$ cat src/rtl/uart_pkg.sv
// Shared types and helpers for the UART receive path (and a future transmit path).
package uart_pkg;

  localparam int DATA_BITS = 8;

  typedef enum logic [1:0] {
    IDLE  = 2'd0,
    START = 2'd1,
    DATA  = 2'd2,
    STOP  = 2'd3
  } rx_state_t;

  // Clock cycles per bit, rounded to the nearest integer.
  function automatic int clks_per_bit(input int clk_hz, input int baud);
    return (clk_hz + baud / 2) / baud;
  endfunction

endpackage

$ cat src/rtl/sync_fifo.sv
// Single-clock first-word-fall-through FIFO with a registered head output.
// A push and a pop in the same cycle are both honoured, including when full.
module sync_fifo #(
  parameter int WIDTH = 8,
  parameter int DEPTH = 16
) (
  input  logic                     clk,
  input  logic                     rst_n,
  input  logic                     push,
  input  logic [WIDTH-1:0]         wdata,
  input  logic                     pop,
  output logic [WIDTH-1:0]         rdata,
  output logic                     full,
  output logic                     empty,
  output logic [$clog2(DEPTH):0]   count
);

  localparam int AW = $clog2(DEPTH);
  localparam int CW = AW + 1;

  logic [WIDTH-1:0] mem [DEPTH];
  logic [AW-1:0]    wr_ptr;
  logic [AW-1:0]    rd_ptr;
  logic [AW-1:0]    rd_next;
  logic [CW-1:0]    cnt;
  logic [CW-1:0]    cnt_next;
  logic [WIDTH-1:0] head;
  logic [WIDTH-1:0] head_next;
  logic             do_push;
  logic             do_pop;

  assign empty   = (cnt == '0);
  assign full    = (cnt == CW'(DEPTH));
  assign do_pop  = pop & ~empty;
  assign do_push = push & (~full | do_pop);
  assign rd_next = do_pop ? rd_ptr + AW'(1) : rd_ptr;

  always_comb begin
    cnt_next = cnt;
    case ({do_push, do_pop})
      2'b10:   cnt_next = cnt + CW'(1);
      2'b01:   cnt_next = cnt - CW'(1);
      default: cnt_next = cnt;
    endcase
  end

  // The pushed word becomes the head only when nothing older survives this cycle;
  // otherwise the next head is an entry that is not being overwritten now.
  always_comb begin
    head_next = head;
    if (do_push && (empty || (cnt == CW'(1) && do_pop))) begin
      head_next = wdata;
    end else if (cnt_next != '0) begin
      head_next = mem[rd_next];
    end
  end

  // NOTE: the storage array has no reset; count/pointers alone define which entries are live.
  always_ff @(posedge clk) begin
    if (do_push) begin
      mem[wr_ptr] <= wdata;
    end
  end

  // NOTE: sequential state uses non-blocking assignments so every flop samples pre-edge values.
  always_ff @(posedge clk or negedge rst_n) begin
    if (!rst_n) begin
      wr_ptr <= '0;
      rd_ptr <= '0;
      cnt    <= '0;
      head   <= '0;
    end else begin
      if (do_push) begin
        wr_ptr <= wr_ptr + AW'(1);
      end
      rd_ptr <= rd_next;
      cnt    <= cnt_next;
      head   <= head_next;
    end
  end

  assign rdata = head;
  assign count = cnt;

endmodule

$ cat src/rtl/uart_rx_capture.sv
// 8N1 UART receiver: synchronizes the line, samples mid-bit, decodes LSB-first
// and buffers bytes in a FIFO exposed as a valid/ready stream.
module uart_rx_capture
  import uart_pkg::*;
#(
  parameter int CLK_HZ     = 50_000_000,
  parameter int BAUD       = 115200,
  parameter int FIFO_DEPTH = 16
) (
  input  logic                          clk50mhz,
  input  logic                          sys_rst_n,
  input  logic                          rxd_i,
  output logic [DATA_BITS-1:0]          rx_data,
  output logic                          rx_valid,
  input  logic                          rx_ready,
  output logic                          frame_err,
  output logic                          overrun,
  output logic                          busy,
  output logic [$clog2(FIFO_DEPTH):0]   fifo_count
);

  localparam int CLKS_PER_BIT = clks_per_bit(CLK_HZ, BAUD);
  localparam int CNT_W        = $clog2(CLKS_PER_BIT);
  localparam int IDX_W        = $clog2(DATA_BITS);
  localparam logic [CNT_W-1:0] HALF_LOAD = CNT_W'(CLKS_PER_BIT / 2 - 1);
  localparam logic [CNT_W-1:0] FULL_LOAD = CNT_W'(CLKS_PER_BIT - 1);
  localparam logic [IDX_W-1:0] LAST_IDX  = IDX_W'(DATA_BITS - 1);

  logic                 sync1;
  logic                 rxs;
  logic                 rxs_d;
  logic                 fall;
  rx_state_t            state;
  logic [CNT_W-1:0]     bit_cnt;
  logic                 tick;
  logic [IDX_W-1:0]     bit_idx;
  logic [DATA_BITS-1:0] shreg;
  logic                 stop_tick;
  logic                 push;
  logic                 full;
  logic                 empty;

  // Two-flop synchronizer plus one edge register; idle line is high.
  always_ff @(posedge clk50mhz or negedge sys_rst_n) begin
    if (!sys_rst_n) begin
      sync1 <= 1'b1;
      rxs   <= 1'b1;
      rxs_d <= 1'b1;
    end else begin
      sync1 <= rxd_i;
      rxs   <= sync1;
      rxs_d <= rxs;
    end
  end

  assign fall      = rxs_d & ~rxs;
  assign tick      = (bit_cnt == '0);
  assign stop_tick = (state == STOP) && tick;
  assign push      = stop_tick & rxs;

  always_ff @(posedge clk50mhz or negedge sys_rst_n) begin
    if (!sys_rst_n) begin
      state   <= IDLE;
      bit_cnt <= '0;
      bit_idx <= '0;
      shreg   <= '0;
    end else begin
      case (state)
        IDLE: begin
          if (fall) begin
            state   <= START;
            bit_cnt <= HALF_LOAD;
          end
        end
        START: begin
          if (!tick) begin
            bit_cnt <= bit_cnt - CNT_W'(1);
          end else if (rxs) begin
            state <= IDLE;
          end else begin
            state   <= DATA;
            bit_idx <= '0;
            bit_cnt <= FULL_LOAD;
          end
        end
        DATA: begin
          if (!tick) begin
            bit_cnt <= bit_cnt - CNT_W'(1);
          end else begin
            shreg   <= {rxs, shreg[DATA_BITS-1:1]};
            bit_idx <= bit_idx + IDX_W'(1);
            bit_cnt <= FULL_LOAD;
            if (bit_idx == LAST_IDX) begin
              state <= STOP;
            end
          end
        end
        STOP: begin
          // Returning to IDLE right at the mid-stop sample lets the next start edge resync.
          if (!tick) begin
            bit_cnt <= bit_cnt - CNT_W'(1);
          end else begin
            state <= IDLE;
          end
        end
        default: state <= IDLE;
      endcase
    end
  end

  // Pulses are mutually exclusive by construction: one needs the stop bit high, the other low.
  always_ff @(posedge clk50mhz or negedge sys_rst_n) begin
    if (!sys_rst_n) begin
      frame_err <= 1'b0;
      overrun   <= 1'b0;
    end else begin
      frame_err <= stop_tick & ~rxs;
      overrun   <= push & full & ~rx_ready;
    end
  end

  assign busy     = (state != IDLE);
  assign rx_valid = ~empty;

  sync_fifo #(
    .WIDTH (DATA_BITS),
    .DEPTH (FIFO_DEPTH)
  ) u_fifo (
    .clk   (clk50mhz),
    .rst_n (sys_rst_n),
    .push  (push),
    .wdata (shreg),
    .pop   (rx_ready),
    .rdata (rx_data),
    .full  (full),
    .empty (empty),
    .count (fifo_count)
  );

endmodule

$ cat config.mk
export PLATFORM = sky130hd
export DESIGN_NAME = uart_rx_capture
export DESIGN_NICKNAME = d
export VERILOG_FILES = /design/src/rtl/uart_pkg.sv /design/src/rtl/sync_fifo.sv /design/src/rtl/uart_rx_capture.sv
export SDC_FILE = /design/constraint.sdc
export NUM_CORES = 1
export LEC_CHECK = 0
export ABC_AREA = 0
export BUFFER_PORTS_ARGS = -buffer_cell sky130_fd_sc_hd__buf_2
export CORE_ASPECT_RATIO = 1.2
export CORE_MARGIN = 8
export CORE_UTILIZATION = 45
export CTS_CLUSTER_DIAMETER = 50
export DETAILED_ROUTE_END_ITERATION = 10
export PLACE_DENSITY = 0.63
export SYNTH_ARGS = -nofsm -noshare
export SYNTH_HDL_FRONTEND = slang
export SYNTH_SLANG_ARGS = --single-unit
$ cat constraint.sdc
create_clock -name clk50mhz -period 6.2 [get_ports clk50mhz]
set_clock_uncertainty 0.15 [all_clocks]
set_input_delay 1.24 -clock clk50mhz [delete_from_list [all_inputs] [get_ports clk50mhz]]
set_output_delay 1.24 -clock clk50mhz [all_outputs]
set_load 0.005 [all_outputs]
Word level (Yosys, flattened, before mapping)
Memories as Yosys holds them, arrays and structs flattened.
Cells that the tools add are included.
{"block": "totals", "regBits": 48, "in_bits": 4, "n_memories": 1, "ramBits": 128}
{"block": "classes", "n_eq_ne": 16, "add_sub_neg": 6, "n_mux": 23, "n_bitwise": 12, "n_reduce_logical": 15}
{"memory": "u_fifo.mem", "words": 16, "word_bits": 8, "read_ports": 1, "rd_ports_with_merged_regs": 0, "wr": 1, "line_no": "sync_fifo.sv:21", "text": "logic [WIDTH-1:0] mem [DEPTH];"}
{"operator": "2-to-1 mux 9 bit", "count": 5}
{"operator": "one-hot mux 9 bit (4 select lines)", "count": 1}
{"operator": "2-to-1 mux 8 bit", "count": 2}
{"operator": "!= test 2 bit, second input constant", "count": 7}
{"operator": "2-to-1 mux 2 bit", "count": 6}
{"operator": "one-hot mux 5 bit (2 select lines)", "count": 1}
{"operator": "logical NOT 9 bit", "count": 1}
{"operator": "2-to-1 mux 3 bit", "count": 3}
{"operator": "subtractor 9 x 1 -> 9 bit, second input constant", "count": 1}
{"operator": "adder 4 x 1 -> 4 bit, second input constant", "count": 2}
{"operator": "one-hot mux 2 bit (4 select lines)", "count": 1}
{"operator": "AND 1 bit", "count": 7}
{"operator": "== test 2 bit, second input constant", "count": 3}
{"operator": "one-hot mux 3 bit (2 select lines)", "count": 1}
{"operator": "nonzero test 2 bit", "count": 3}
{"operator": "adder 5 x 1 -> 5 bit, second input constant", "count": 1}
{"operator": "== test 5 x 1 -> 1 bit, second input constant", "count": 1}
{"operator": "== test 5 bit, second input constant", "count": 1}
{"operator": "logical NOT 5 bit", "count": 1}
{"operator": "AND reduction 5 bit", "count": 1}
{"operator": "nonzero test 5 bit", "count": 1}
{"operator": "subtractor 5 x 1 -> 5 bit, second input constant", "count": 1}
{"operator": "== test 2 x 1 -> 1 bit, second input constant", "count": 2}
{"operator": "2-to-1 mux 4 bit", "count": 1}
{"operator": "12 further kinds", "count": 18}

Depth between registers and ports, before layout
{"block": "depth", "depth_word": 10, "depth_mapped": 12}

Cells and area by module
Synthesis repeated with hierarchy kept, for this count alone.
{"block": "unflattened", "cells_unflattened": 682, "hier_area_um2": 8760.9}
{"mod": "sync_fifo", "area_each_um2": 7260.7, "instances": 1, "cells_per_inst": 543}
{"mod": "uart_rx_capture", "area_each_um2": 1500.2, "instances": 1, "cells_per_inst": 139}

Worst setup path before layout
Ideal clock, no wire load.
{"block": "synth_timing", "kind": "input -> register", "startpoint": "input port rx_ready", "endpoint": "register u_fifo.head[6], in the netlist u_fifo.rdata[6]", "required_time_ns": 5.966, "path_buffers": 1, "t_arrival_ns": 3.171, "slack_ns": 2.795, "setup_ns": 0.084, "stages": 8, "path_cell_list": "nor4b_1 -> and2_1 -> nor4_1 -> or3_1 -> a2111o_1 -> or2_0 -> buf_2 -> a41oi_2"}
{"block": "synth_between", "elab_chain_len": 7}
{"element": "start, declared", "line_no": "uart_rx_capture.sv:15", "text": "input logic rx_ready,"}
{"element": "AND 1 bit *", "line_no": "sync_fifo.sv:34", "text": "assign do_pop = pop & ~empty;"}
{"element": "bitwise OR 1 bit", "line_no": "sync_fifo.sv:35", "text": "assign do_push = push & (~full | do_pop);"}
{"element": "AND 1 bit", "line_no": "sync_fifo.sv:35"}
{"element": "== test 2 x 1 -> 1 bit or == test 2 bit (tied branches)", "line_no": "sync_fifo.sv:40", "text": "case ({do_push, do_pop})"}
{"element": "one-hot mux 5 bit (2 select lines)", "line_no": "sync_fifo.sv:40"}
{"element": "nonzero test 5 bit", "line_no": "sync_fifo.sv:53", "text": "end else if (cnt_next != '0) begin"}
{"element": "nonzero test 2 bit (no source line)"}
{"element": "end signal, assigned", "line_no": "sync_fifo.sv:78", "text": "head <= head_next;"}
{"element": "end, declared", "line_no": "sync_fifo.sv:27", "text": "logic [WIDTH-1:0] head;"}
Mark *: on every way between the ends. The rest lies on a longest branch, timed or not. The select of a mux whose other input is x is not followed.
A chain may end at the register's enable or synchronous reset.

Final worst setup path
{"block": "layout_timing", "startpoint": "input port rx_ready", "endpoint": "register u_fifo.head[2], in the netlist u_fifo.rdata[2]"}
The elaborated chain is that of the path after synthesis.

==> flow_summary.yaml <==
synthesis:
  syn_inst: 618
  synthFlopType: "edfxtp_1"
  synth_cell_types: 56
  synth_nets: 640
  synth_top_area_share_pct: 50.4
  syn_area_mm2: 0.00762
  synth_top_cell_by_area: "edfxtp_1"
  synth_area_per_cell_um2: 12.3
  async_flop_share_pct: 27.3
  ys_seq_elements: 176
  synth_area_leaders: "edfxtp_1, dfrtp_1, nand2_1"
  synth_common_cells: "edfxtp_1, nand2_1, dfrtp_1"
  synth_most_common_cell: "edfxtp_1"
  ys_seq_area_share_pct: 66.2
  yosysWarnings: 0
  synth-edff-count: 128
sta:
  fin_crit_ps: 3580
  fmax_ghz: 0.279
  slew_viol_final: 0
  finalCritPeriodShare_pct: 57.7
  setup_viol: 0
  final-hold-violation-count: 0
  tns_ps: 0
  max_slew_margin_pct: 26.8
  layout_setup_ws_ps: 2620
  worstMarginPinSlew_ps: 1100
  rsz0062_at_grt: "false"
  whs_ps: 207
worst_hold_path:
  hold_class: "flop to flop"
pwr:
  p_per_area_mw_per_mm2: 461
  power_leakage_nw: 3.08
  fin_total_pwr_mw: 3.93
  irDropWorstVdd_v: 0.000259
clock_network:
  clock_sink_count: 176
  post-cts-setup-buffers: 0
  cts_tree: "built"
  clock_latency_ps: 430
  clk_pin_slew_worst_paths_ps: 70
  cts-root-buf: "clkbuf_16"
  cts_buffer_depth: 2
  htreeDepth: 4
  hold_buffers: 0
  cts_buffers: 17
  ctsResizeCount: 0
place:
  gp_congestion: 0.861
  place_area_mm2: 0.00794
  place.port_buffers: 20
  post-dp-hpwl_um: 11500
  post-place-ws_ps: 2260
route:
  drt_iter0_drc: 519
  wl_um: 17700
  drc: 0
  avgViaCountPerCell: 5.86
  drt_pass1_iterations: 5
  wire_per_inst_um: 20.5
  drtAntennaViolNets: 0
  vias: 5066
layout:
  n_antenna_cell: 0
  syn_to_final_growth_pct: 12.0
  multi_input_comb_area_mm2: 0.00242
  final_area_mm2: 0.00853
  fillCellCount: 1420
  nets: 657
  final_layout_size_suffix_gt1_share_pct: 12.8
  regArea_mm2: 0.00505
worst_setup_path:
  worstPathArrival_ps: 3710
  cp-end-kind: "flop"
  cp_common_cell: "a32oi_1"
  crit_path_cell_trace: "buf_2 > inv_1 > nor2_1 > nand3b_1 > nand2_1 > a32oi_1 > a32oi_1 > a31oi_1"
  cp-start-kind: "primary input"
  max_stage_delay_ps: 560
  crit_fanout: 17
  crit_type: "primary input to flop"
  crit_required_ps: 6330
  cp_slowest_cell: "nand3b_1"
floorplanning:
  die_x_um: 135
  die_area_mm2: 0.0214
  placementRows: 52
  io-pin-count: 21
  die_h_um: 159
  core_mm2: 0.0167
  start_util_pct: 45.6
flow_run:
  cap_violations: 0
global_routing:
  grt.total_usage_pct: 17.4
  grt_pass1_vias: 5133
  grt_max_degree: 57
  antenna_found_initial: 0
  grt-ovfl-total: 0
  grt_pass1_wl_um: 28200
outcome:
  status: "completed"
metrics by stage:
| step | instances | utilization, % |
|---|---|---|
| global placement | 832 | 47.5 |
| CTS | 864 | 51.0 |
| floorplan | 618 | - |
| detailed placement | 832 | 47.5 |
| global route | 864 | 51.0 |
| finish | 864 | 51.0 |
routing by layer:
metal	up-vias	track usage [%]	part of all wire, %
met1	2514	20.6	40
met4	0	8.25	2.9
li1	2355	-	-
met3	38	4.23	5.6
met2	159	29.3	51
met5	-	0	0
worst max-delay path, delay by kind of cell:
kind	cells	cell delay [ps]
AO/OA/AOI/OAI	3	720
buffers and inverters	2	250
AND/OR/NAND/NOR	3	1490
sequential cells by signal (all words and copies together), names as in the netlist, named ones only:
signal         flops
rxs_d              1
u_fifo.rdata       8
frame_err          1
state              1
overrun            1
shreg              8
u_fifo.wr_ptr      4
u_fifo.count       5
u_fifo.mem       128
u_fifo.rd_ptr      4
sync1              1
bit_idx            3
rxs                1
bit_cnt            9
final timing paths:
kind,from,to,slack (ps),cells past startpoint
max,rx_ready,u_fifo.rdata[2]$_DFFE_PN0P_,2620,8
min,sync1$_DFF_PN1_,rxs$_DFF_PN1_,210,0
max reg2reg,bit_cnt[0]$_DFFE_PN0P_,u_fifo.rdata[1]$_DFFE_PN0P_,2660,8
min reg2reg,sync1$_DFF_PN1_,rxs$_DFF_PN1_,210,0
max in group asynchronous,sys_rst_n,u_fifo.rdata[6]$_DFFE_PN0P_,4350,1
min in group asynchronous,sys_rst_n,bit_cnt[1]$_DFFE_PN0P_,870,1
cell usage in the layout, fill, tap and decap left out, types with 20 or more instances in the layout:
cell	instances
nand3_1	22
nand2_1	114
o21ai_0	25
edfxtp_1	128
dfrtp_1	45
nor2_1	34
a32oi_1	22
a21oi_1	26
buf_2	20
where the power goes:
part | internal [mW] | switching (mW)
sequential | 1.37 | 0.158
clock | 0.598 | 0.456
combinational | 0.482 | 0.871
total | 2.45 | 1.49
cells by family (layout without fill, tap and decap cells):
family	after synthesis	in the layout	synth area share, %
XOR/XNOR	11	11	1.26
AO/OA/AOI/OAI	124	124	10.9
adder cells (fa/ha/maj)	18	18	2.95
flip-flops	176	176	66.2
multiplexers	14	14	1.99
buffers and inverters	44	74	2.22
AND/OR/NAND/NOR	231	231	14.5
area by class of cell:
class | count | share of cell area, %
Clock inverter | 14 | 1.85
Tap cell | 216 | 3.17
Multi-Input combinational cell | 398 | 28.4
Sequential cell | 176 | 59.2
Inverter | 15 | 0.660
Clock buffer | 18 | 5.03
Timing Repair Buffer | 27 | 1.79
Note: power is estimated with default switching activity, not from simulation.
